===== src/rtl/dla_pkg.sv =====
// Shared types and constants for the decade-counter load arbiter.
// Holds the FSM state enum, BCD digit limits and the digit clamp helper.
package dla_pkg;

    typedef enum logic [1:0] {
        IDLE  = 2'd0,
        GRANT = 2'd1,
        CHECK = 2'd2
    } dla_state_e;

    localparam int                  DIGIT_W   = 4;
    localparam logic [DIGIT_W-1:0]  DIGIT_MAX = 4'd9;

    // Values that are not legal BCD digits saturate to the largest digit.
    function automatic logic [DIGIT_W-1:0] clamp_digit(input logic [DIGIT_W-1:0] v);
        return (v > DIGIT_MAX) ? DIGIT_MAX : v;
    endfunction

endpackage


===== src/rtl/dla_rr_pick.sv =====
// Combinational round-robin picker: first set request at or above ptr, wrapping.
// Produces the one-hot winner and its binary index (both zero when nothing is requested).
module dla_rr_pick #(
    parameter int NREQ = 4,
    parameter int PW   = (NREQ > 1) ? $clog2(NREQ) : 1
) (
    input  logic [NREQ-1:0] req,
    input  logic [PW-1:0]   ptr,
    output logic [NREQ-1:0] win,
    output logic [PW-1:0]   win_idx
);

    logic [PW:0]   sum_s;
    logic [PW-1:0] cand_s;
    logic          hit_s;
    logic          found_s;

    // Scan NREQ candidates starting from ptr; the first hit wins.
    always_comb begin
        win     = '0;
        win_idx = '0;
        found_s = 1'b0;
        sum_s   = '0;
        cand_s  = '0;
        hit_s   = 1'b0;
        for (int k = 0; k < NREQ; k++) begin
            sum_s   = {1'b0, ptr} + (PW+1)'(k);
            cand_s  = (sum_s >= (PW+1)'(NREQ)) ? PW'(sum_s - (PW+1)'(NREQ)) : PW'(sum_s);
            hit_s   = !found_s && req[cand_s];
            win[cand_s] = win[cand_s] | hit_s;
            win_idx = hit_s ? cand_s : win_idx;
            found_s = found_s | hit_s;
        end
    end

endmodule


===== src/rtl/decade_load_arbiter.sv =====
// Round-robin owner of the decade counter load port: GRANT/CHECK load transaction, count gating.
// Define DLA_LOAD_CHECK_EN to compile in the post-load compare, sticky load_err and its assertion.
module decade_load_arbiter
    import dla_pkg::*;
#(
    parameter int NREQ = 4
) (
    input  logic                             clk,
    input  logic                             rst_n,
    input  logic [NREQ-1:0]                  req,
    input  logic [NREQ-1:0][DIGIT_W-1:0]     req_p,
    input  logic                             run,
    input  logic [DIGIT_W-1:0]               cnt_q,
    output logic [NREQ-1:0]                  gnt,
    output logic                             load,
    output logic [DIGIT_W-1:0]               p,
    output logic                             enable,
    output logic                             done,
    output logic                             load_err
);

    localparam int PW = (NREQ > 1) ? $clog2(NREQ) : 1;

    dla_state_e         state_r, state_nxt_s;
    logic [PW-1:0]      ptr_r;
    logic [NREQ-1:0]    win_s;
    logic [PW-1:0]      win_idx_s;
    logic               cap_s;
    logic [NREQ-1:0]    gnt_r, gnt_nxt_s;
    logic               load_r, load_nxt_s;
    logic               done_r, done_nxt_s;
    logic [DIGIT_W-1:0] p_r;

    dla_rr_pick #(.NREQ(NREQ), .PW(PW)) u_pick (
        .req     (req),
        .ptr     (ptr_r),
        .win     (win_s),
        .win_idx (win_idx_s)
    );

    // Next state plus next values of the registered strobes.
    always_comb begin
        state_nxt_s = state_r;
        gnt_nxt_s   = '0;
        load_nxt_s  = 1'b0;
        done_nxt_s  = 1'b0;
        cap_s       = 1'b0;
        case (state_r)
            IDLE: begin
                if (|req) begin
                    state_nxt_s = GRANT;
                    gnt_nxt_s   = win_s;
                    load_nxt_s  = 1'b1;
                    cap_s       = 1'b1;
                end else begin
                    state_nxt_s = IDLE;
                end
            end
            GRANT: begin
                state_nxt_s = CHECK;
                done_nxt_s  = 1'b1;
            end
            CHECK:   state_nxt_s = IDLE;
            default: state_nxt_s = IDLE;
        endcase
    end

    // State, strobes, priority pointer and captured load value.
    always_ff @(posedge clk or negedge rst_n) begin
        if (!rst_n) begin
            state_r <= IDLE;
            gnt_r   <= '0;
            load_r  <= 1'b0;
            done_r  <= 1'b0;
            ptr_r   <= '0;
            p_r     <= '0;
        end else begin
            state_r <= state_nxt_s;
            gnt_r   <= gnt_nxt_s;
            load_r  <= load_nxt_s;
            done_r  <= done_nxt_s;
            if (cap_s) begin
                ptr_r <= (win_idx_s == PW'(NREQ-1)) ? '0 : win_idx_s + PW'(1);
                p_r   <= clamp_digit(req_p[win_idx_s]);
            end
        end
    end

    assign gnt    = gnt_r;
    assign load   = load_r;
    assign done   = done_r;
    assign p      = p_r;
    // rst_n term keeps enable at its reset value while reset is asserted.
    assign enable = run & rst_n & (state_r == IDLE);

`ifdef DLA_LOAD_CHECK_EN
    logic load_err_r;

    // The counter registered p on the edge that ended GRANT, so it must match in CHECK.
    always_ff @(posedge clk or negedge rst_n) begin
        if (!rst_n) begin
            load_err_r <= 1'b0;
        end else if ((state_r == CHECK) && (cnt_q != p_r)) begin
            load_err_r <= 1'b1;
        end else begin
            load_err_r <= load_err_r;
        end
    end

    assign load_err = load_err_r;

    a_load_lands: assert property (@(posedge clk) disable iff (!rst_n) load |=> cnt_q == p);
`else
    logic unused_cnt_s;
    assign unused_cnt_s = ^cnt_q;
    assign load_err     = 1'b0;
`endif

endmodule


===== config.mk =====
export PLATFORM = sky130hd
export DESIGN_NAME = decade_load_arbiter
export DESIGN_NICKNAME = d
export VERILOG_FILES = /design/src/rtl/dla_pkg.sv /design/src/rtl/dla_rr_pick.sv /design/src/rtl/decade_load_arbiter.sv
export SDC_FILE = /design/constraint.sdc
export NUM_CORES = 1
export LEC_CHECK = 0
export ABC_CLOCK_PERIOD_IN_PS = 3500
export CAP_MARGIN = 20
export CORE_MARGIN = 1.5
export CORE_UTILIZATION = 35
export CTS_CLUSTER_DIAMETER = 80
export CTS_CLUSTER_SIZE = 25
export DETAILED_ROUTE_END_ITERATION = 10
export RECOVER_POWER = 25
export SLEW_MARGIN = 0
export SYNTH_ARGS = -nofsm -noshare
export SYNTH_HDL_FRONTEND = slang
export SYNTH_HIERARCHICAL = 1
export SYNTH_SLANG_ARGS = --single-unit

===== constraint.sdc =====
create_clock -name clk -period 3.5 [get_ports clk]
set_input_delay 0.7 -clock clk [delete_from_list [all_inputs] [get_ports clk]]
set_output_delay 0.7 -clock clk [all_outputs]
set_load 0.05 [all_outputs]

==> flow_summary.yaml, run 1 <==
place:
  dp_cells: 220
  gp_congestion: 0.770
  postPlaceCellArea_um2: 1750
  portBuffers: 33
  dp_slack_ns: -0.0239
  dpl.hpwl_um: 2350
synthesis:
  synthAdderAreaFrac_pct: 4.71
  synth_compound_area_share_pct: 20.7
  syn_area_um2: 1330
  synth_edf_count: 0
  syn_inst: 135
  yosys.area.top_type_share_pct: 22.6
  ys.flop_type: "dfrtp_1"
  synth-seq-cells: 12
  ys_seq_area_share_pct: 22.6
  synth_top_area_cell: "dfrtp_1"
  synth_nets: 167
  async_reset_ff_share_pct: 100
  synthTopCellsByArea: "dfrtp_1, mux4_2, ha_1"
  synth.area.mux_share_pct: 25.5
  synth_top_family_by_area: "multiplexers"
  avgSynthCellArea_um2: 9.84
  yosysWarnings: 6
  synthXorXnorAreaFrac_pct: 0
  yosys.area_share.simple_pct: 18.1
  yosysUniqueCellTypes: 50
critical_path:
  endpoint: "p[1]"
  r2r_cells: 10
  crit_start: "req[2]"
  cp-start-kind: "input pin"
  crit_type: "input pin to flop"
  setup.reg_to_reg.worst_slack_ns: 0.34
  reg2reg_from: "ptr_r[1]"
  cp-end-kind: "flop"
  crit_fanout: 5
  crit_arrival_ns: 3.41
  crit_required_ns: 3.62
  r2r-end: "p[1]"
clocking:
  cts_buffers: 3
  post_cts_buffers: 0
  clockBufferDepth: 2
  cts.htree.levels: 1
  clkSinkCount: 12
  cts_resized: 0
  path_clk_slew_ns: 0.05
  cts_tree: "built"
  insertion_delay_ns: 0.24
  postCtsHoldBufs: 0
  clock-root-buffer: "clkbuf_8"
timing:
  finalCritPeriodShare_pct: 93.9
  slew_violations: 0
  worst_pin_slew_ns: 0.676
  period_needed_ns: 3.28
  finalHoldViolations: 0
  tns_ns: 0
  setup_violations: 0
  setup_ws_ns: 0.215
  clock_skew_ns: 0.00283
  rsz0062_at_grt: "false"
  fmax_mhz: 304
  slew_headroom_pct: 54.9
drt:
  drt_iter0_drc: 35
  drt_first_pass_iters: 4
  routed_wl_um: 2980
  routed_via_density: 5.53
  drc_errors: 0
  vias: 1238
  wl_per_cell_um: 13.3
  ant_nets: 0
pwr:
  p_sw_uw: 1020
  ir_worst_vdd_uv: 635
  p_per_area_nw_per_um2: 1190
  power_leakage_uw: 0.000743
  p_comb_share_pct: 82.1
  p_int_uw: 1120
  p_sw_share_pct: 47.8
  pwr-share-seq_pct: 11.1
  p_clk_share_pct: 6.8
finish:
  finalNetCount: 209
  area_delta_synth_final_pct: 35.4
  n_antenna_cell: 0
  post-route-util_pct: 49.1
  final_cell_area_um2: 1800
  stdcell_count: 224
  drive_gt1_share_pct: 22.7
grt:
  grt_pass1_vias: 1184
  globalRoute.totalOverflow: 0
  grt_antenna_before_repair: 0
  grt_use_total_pct: 14.9
  grt_max_degree: 23
  grt_pass1_wl_um: 5090
die:
  fp.coreArea_um2: 3660
  io_pins: 39
  die_area_um2: 4180
  start_util_pct: 36.3
  die_w_um: 64.6
  die_height_um: 64.6
  core.rowCount: 22
run_status:
  status: "finished clean"
hold_path:
  holdPathStages: 1
  min_path_type: "flop to flop"
flow_run:
  maxCapViolCount: 0
## registers in the layout, indices dropped and copies added (netlist names)
signal  flops
gnt         4
done        1
load        1
ptr_r       2
p           4
## routing by layer
layer	vias to the layer above	wire length, µm	GRT usage, %
met5	-	0	0
met4	0	39	4.52
met3	4	120	2.08
met2	36	1480	25.3
met1	594	1340	19.7
li1	604	-	-
## per-stage QoR
stage	hold slack, ns	power (µW)
after CTS	0.512	2150
after floorplan	0.404	1610
after global routing	0.531	2320
after detailed placement	0.497	1990
final	0.511	2140
after global placement	0.493	1960
## synthesized netlist by cell type, types with 3 or more instances
cell and instances:
nor4_1 3, o21ai_0 3, clkbuf_1 3, mux4_2 7
mux2_4 3, buf_2 3, mux2i_1 5, dfrtp_1 12
a211oi_1 4, inv_1 4, nand2_1 6, o2111ai_1 3
and2_1 4, mux2_2 3, buf_6 3, a21oi_1 8
or3_1 3, ha_1 5, nor2_1 6, nor2b_1 8
## layout by cell type (no fill, tap or decap), types with 3 or more instances in the layout
cell type / count
a211oi_1: 4
a21oi_1: 8
and2_1: 4
buf_4: 16
clkbuf_8: 4
clkdlybuf4s50_1: 31
dfrtp_1: 12
ha_1: 5
inv_1: 4
mux2_2: 3
mux2_4: 3
mux2i_1: 5
mux4_2: 7
nand2_1: 6
nor2_1: 6
nor2b_1: 8
nor4_1: 3
o2111ai_1: 3
o21ai_0: 3
or3_1: 3
## worst max-delay path, stage by stage
cell and delay (ns):
clkdlybuf4s50_1 0.46, mux4_2 0.49, or3_1 0.42, a211o_1 0.31
o22ai_1 0.16, buf_4 0.16, mux4_2 0.30, nor2b_1 0.15
mux2_4 0.25
## worst min path at each step
stage,start,to
2_1_floorplan,rst_n,done
3_3_place_gp,p[3],p[3]
3_5_place_dp,p[1],p[1]
4_1_cts,done,done
5_1_grt,done,done
6_report,done,done
## logic make-up (layout without fill, tap and decap cells)
group | count (synthesis) | in the layout
AO/OA/AOI/OAI | 38 | 38
multiplexers | 20 | 20
flip-flops | 12 | 12
buffers and inverters | 17 | 58
other | 1 | 1
AND/OR/NAND/NOR | 42 | 42
adder cells (fa/ha/maj) | 5 | 5
## power groups by stage
stage	combinational [µW]	sequential (µW)	clock, µW
global route	1910	246	157
finish	1760	236	146
CTS	1760	238	151
floorplan	1210	395	0
detailed placement	1750	239	0
global placement	1720	238	0
## final cells by class
cell class / instances / area [µm²]
Multi-Input combinational cell: 106 / 921
Inverter: 5 / 18.8
Sequential cell: 12 / 300
Clock buffer: 4 / 55.1
Timing Repair Buffer: 49 / 444
Fill cell: 355 / 1860
Tap cell: 48 / 60.1
Power figures use the tool's default switching activity.
==> inputs of run 2 (changes only) <==
--- a/config.mk
+++ b/config.mk
@@ -7,11 +7,11 @@
 export LEC_CHECK = 0
 export ABC_CLOCK_PERIOD_IN_PS = 3500
 export CAP_MARGIN = 20
-export CORE_MARGIN = 1.5
+export CORE_MARGIN = 2
 export CORE_UTILIZATION = 35
-export CTS_CLUSTER_DIAMETER = 80
 export CTS_CLUSTER_SIZE = 25
 export DETAILED_ROUTE_END_ITERATION = 10
+export GPL_ROUTABILITY_DRIVEN = 0
 export RECOVER_POWER = 25
 export SLEW_MARGIN = 0
 export SYNTH_ARGS = -nofsm -noshare
==> flow_summary.yaml, run 2 (same netlist as run 1, synthesis figures left out) <==
finish:
  drive_gt1_share_pct: 22.3
  layout_common_cells: "clkdlybuf4s50_1, buf_4, dfrtp_1"
  stdcell_count: 223
  register_area_um2: 300
  mostFrequentLayoutCell: "clkdlybuf4s50_1"
  filler_cell_count: 353
  multiInputGateArea_um2: 921
  finalNetCount: 208
  area_delta_synth_final_pct: 34.8
  n_antenna_cell: 0
grt:
  grt_use_total_pct: 16.0
  grt_pass1_wl_um: 5580
  grt_pass1_vias: 1273
  grt_antenna_before_repair: 0
  grt_max_degree: 23
  globalRoute.totalOverflow: 0
critical_path:
  crit_required_ns: 3.62
  endpoint: "p[1]"
  r2r_cells: 10
  crit_start: "req[1]"
  r2r-end: "p[1]"
  crit_type: "input pin to flop"
  setup.reg_to_reg.worst_slack_ns: 0.31
  cp-start-kind: "input pin"
  crit_arrival_ns: 3.42
  reg2reg_from: "ptr_r[1]"
  cp-end-kind: "flop"
  crit_fanout: 15
timing:
  rsz0062_at_grt: "false"
  worst_pin_slew_ns: 0.656
  fmax_mhz: 303
  finalCritPeriodShare_pct: 94.4
  slew_headroom_pct: 56.3
  setup_violations: 0
  clock_skew_ns: 0.00305
  slew_violations: 0
  finalHoldViolations: 0
  period_needed_ns: 3.30
clocking:
  cts.htree.levels: 1
  post_cts_buffers: 0
  clock-root-buffer: "clkbuf_8"
  postCtsHoldBufs: 0
  clockBufferDepth: 2
  cts_resized: 0
  cts_buffers: 3
  insertion_delay_ns: 0.24
  cts_tree: "built"
  path_clk_slew_ns: 0.05
  clkSinkCount: 12
die:
  core.rowCount: 22
  fp.coreArea_um2: 3660
  die_height_um: 65.6
  die_area_um2: 4310
  io_pins: 39
  start_util_pct: 36.3
  die_w_um: 65.6
flow_run:
  maxCapViolCount: 0
drt:
  routedLengthMet1_um: 1390
  wl_per_cell_um: 14.3
  drt_iter0_drc: 50
  routed_wl_um: 3190
  ant_nets: 0
  drc_errors: 0
  highest_layer: "met4"
  wl_met2_um: 1580
  vias: 1271
  wl_met3_um: 142
  drt_first_pass_iters: 4
  routed_via_density: 5.70
place:
  dpl.hpwl_um: 2520
  portBuffers: 33
  dp_cells: 219
run_status:
  status: "finished clean"
hold_path:
  min_path_type: "flop to flop"
run 2: cell count changes in the layout (fill, tap and decap cells not counted), sizes merged:
cell,change
buf,-1
run 2: through the flow:
| stage | setup WS [ns] | util [%] | cell area [µm²] | setup TNS [ns] | hold slack, ns |
|---|---|---|---|---|---|
| 2_1_floorplan | 0.235 | - | 1330 | 0 | 0.404 |
| 3_3_place_gp | 0.00371 | 47.3 | 1730 | 0 | 0.492 |
| 3_5_place_dp | -0.0404 | 47.5 | 1740 | -0.0788 | 0.496 |
| 4_1_cts | 0.195 | 49.0 | 1800 | 0 | 0.507 |
| 5_1_grt | 0.0827 | 48.9 | 1790 | 0 | 0.537 |
| 6_report | 0.197 | 48.9 | 1790 | 0 | 0.506 |
run 2: final cells by class:
| class | instances | share of cell area [%] |
|---|---|---|
| multi-input cells | 106 | 51.4 |
| repair buffers | 48 | 24.4 |
| flip-flops and latches | 12 | 16.8 |
| well taps | 48 | 3.35 |
| clock buffers | 4 | 3.07 |
| inverters | 5 | 1.05 |
run 2: worst min path at each step:
stage	slack, ns	startpoint	depth (start not counted)	end
5_1_grt	0.54	p[1]	1	p[1]
6_report	0.51	p[3]	1	p[3]
3_3_place_gp	0.49	p[3]	1	p[3]
4_1_cts	0.51	p[3]	1	p[3]
2_1_floorplan	0.40	rst_n	0	done
3_5_place_dp	0.50	p[3]	1	p[3]
run 2: layer usage:
metal	vias up	global-route usage, %
met3	8	2.23
li1	604	-
met2	48	28.2
met4	0	4.95
met1	611	20.3
met5	-	0
run 2: worst max-delay path: stages:
cell	delay, ns
clkdlybuf4s50_1	0.52
mux4_2	0.27
buf_4	0.21
inv_1	0.10
and3_1	0.19
a21oi_1	0.12
nor2b_1	0.07
a211oi_1	0.24
o22ai_1	0.12
buf_4	0.17
mux4_2	0.29
nor2b_1	0.16
mux2_4	0.25
Power of run 2 is left out: the tool's default activity adds up to more than one toggle a clock period on the data nets, which glitch-free logic cannot reach.
==> inputs of run 3 (changes only) <==
--- a/config.mk
+++ b/config.mk
@@ -5,6 +5,7 @@
 export SDC_FILE = /design/constraint.sdc
 export NUM_CORES = 1
 export LEC_CHECK = 0
+export ABC_AREA = 1
 export ABC_CLOCK_PERIOD_IN_PS = 3500
 export CAP_MARGIN = 20
 export CORE_MARGIN = 2
@@ -12,6 +13,7 @@
 export CTS_CLUSTER_SIZE = 25
 export DETAILED_ROUTE_END_ITERATION = 10
 export GPL_ROUTABILITY_DRIVEN = 0
+export PLACE_DENSITY = 0.6
 export RECOVER_POWER = 25
 export SLEW_MARGIN = 0
 export SYNTH_ARGS = -nofsm -noshare
==> flow_summary.yaml, run 3 <==
synthesis:
  synthTopCellsByArea: "dfrtp_1, nand2_1, nand3_1"
  synth-seq-cells: 12
  yosysWarnings: 6
  yosysUniqueCellTypes: 26
  syn_area_um2: 1190
  yosys.cell_count.top_type: "nand2_1"
  synth_top_area_cell: "dfrtp_1"
  syn_inst: 196
  yosys.area.top_type_share_pct: 25.1
  synth_nets: 228
  synth_edf_count: 0
  synthTopCellsByCount: "nand2_1, nand3_1, inv_1"
  async_reset_ff_share_pct: 100
  avgSynthCellArea_um2: 6.10
  ys.flop_type: "dfrtp_1"
  ys_seq_area_share_pct: 25.1
grt:
  grt_pass1_wl_um: 4770
  grt_use_total_pct: 14.8
  grt_antenna_before_repair: 0
  grt_max_degree: 16
  globalRoute.totalOverflow: 0
  grt_pass1_vias: 1170
die:
  die_height_um: 62.4
  io_pins: 39
  die_area_um2: 3900
  core.rowCount: 21
  fp.coreArea_um2: 3310
  die_w_um: 62.4
  start_util_pct: 36.1
critical_path:
  cp-end-kind: "output pin"
  crit_type: "input pin to output pin"
  cp-start-kind: "input pin"
  slowest_stage: "dlygate4sd3_1"
  crit_family: "buffers and inverters"
  crit_arrival_ns: 2.19
  path_cells: "dlygate4sd3_1, clkbuf_1, and3_1, buf_4"
  crit_required_ns: 2.80
  cp_num_buf_inv: 3
  crit_fanout: 13
  max_stage_delay_ns: 0.52
timing:
  timing.hold.ws_ns: 0.455
  setup_violations: 0
  fmax_mhz: 346
  tns_ns: 0
  finalHoldViolations: 0
  rsz0062_at_grt: "false"
  period_needed_ns: 2.89
  finalCritPeriodShare_pct: 82.5
  worst_pin_slew_ns: 0.670
  slew_headroom_pct: 55.3
  clock_skew_ns: 0.000872
  slew_violations: 0
finish:
  final_cell_area_um2: 1580
  layout_common_cells: "nand2_1, nand3_1, clkdlybuf4s50_1"
  filler_cell_count: 378
  finalNetCount: 264
  area_delta_synth_final_pct: 32.5
  mostFrequentLayoutCell: "nand2_1"
  drive_gt1_share_pct: 10.4
  multiInputGateArea_um2: 728
  register_area_um2: 300
  n_antenna_cell: 0
run_status:
  status: "finished clean"
clocking:
  cts_buffers: 3
  cts_tree: "built"
  insertion_delay_ns: 0.27
  post_cts_buffers: 0
  clkSinkCount: 12
  clock-root-buffer: "clkbuf_4"
  path_clk_slew_ns: 0.07
  postCtsHoldBufs: 0
  clockBufferDepth: 2
  cts_resized: 0
  cts.htree.levels: 1
drt:
  drt_first_pass_iters: 6
  ant_nets: 0
  drc_errors: 0
  wl_per_cell_um: 9.94
  drt_iter0_drc: 43
  routed_via_density: 4.69
  routed_wl_um: 2750
  vias: 1298
place:
  portBuffers: 33
  dpl.hpwl_um: 2160
  postPlaceCellArea_um2: 1550
hold_path:
  min_path_type: "flop to flop"
flow_run:
  maxCapViolCount: 0
run 3: changes by cell type in the layout (fill, tap and decap cells not counted), sizes merged, moves of 5 or more:
cell   delta
buf      -11
mux2      -6
mux4      -9
nor2     +11
mux2i     -5
nand3    +39
inv      +21
nand2    +68
nor2b     -9
a21oi     -7
run 3: logic make-up after synthesis:
family / count (synthesis) / synth area share [%]
AOI/OAI and AO/OA: 11 / 5.97
other: 1 / 0.314
DFF: 12 / 25.1
adders and majority gates: 5 / 5.24
and+or+nand+nor: 134 / 49.4
buffers and inverters: 33 / 13.9
run 3: metal layers:
metal / vias up / part of all wire (%) / routed length [µm] / GRT usage, %
li1: 684 / - / - / -
met1: 569 / 47 / 1280 / 18.1
met2: 45 / 47 / 1300 / 26.3
met3: 0 / 6.1 / 168 / 3.96
met4: 0 / 0 / 0 / 2.22
met5: - / 0 / 0 / 0
run 3: worst register-to-register path, delay by kind of cell (launching register included):
family	cells	cell delay, ns
buf+inv	2	0.22
compound gates	1	0.27
fa+ha+maj	1	0.40
simple gates	13	1.32
flops	1	0.50
run 3: final timing paths:
check / startpoint / endpoint / slack [ns] / depth (start not counted)
max: rst_n / enable / 0.61 / 4
min: done / done / 0.45 / 1
max reg2reg: ptr_r[1] / gnt[2] / 0.72 / 17
min reg2reg: done / done / 0.45 / 1
max in group asynchronous: rst_n / ptr_r[0] / 2.11 / 2
min in group asynchronous: rst_n / gnt[0] / 0.97 / 2
run 3: cell type report:
cell class | count | share of cell area [%]
sequential | 12 | 19.0
multi-input combinational | 151 | 46.0
tap | 46 | 3.64
inverter | 27 | 6.72
clock buffer | 4 | 2.29
timing repair buffer | 37 | 22.4
run 3: metrics by stage:
stage | utilization [%] | worst slack (ns) | cells
finish | 47.8 | 0.613 | 277
global route | 47.8 | 0.423 | 277
CTS | 47.9 | 0.716 | 277
detailed placement | 46.8 | 0.429 | 273
global placement | 46.8 | 0.457 | 273
floorplan | - | 1.11 | 196
Power of run 3 is left out for the same reason.
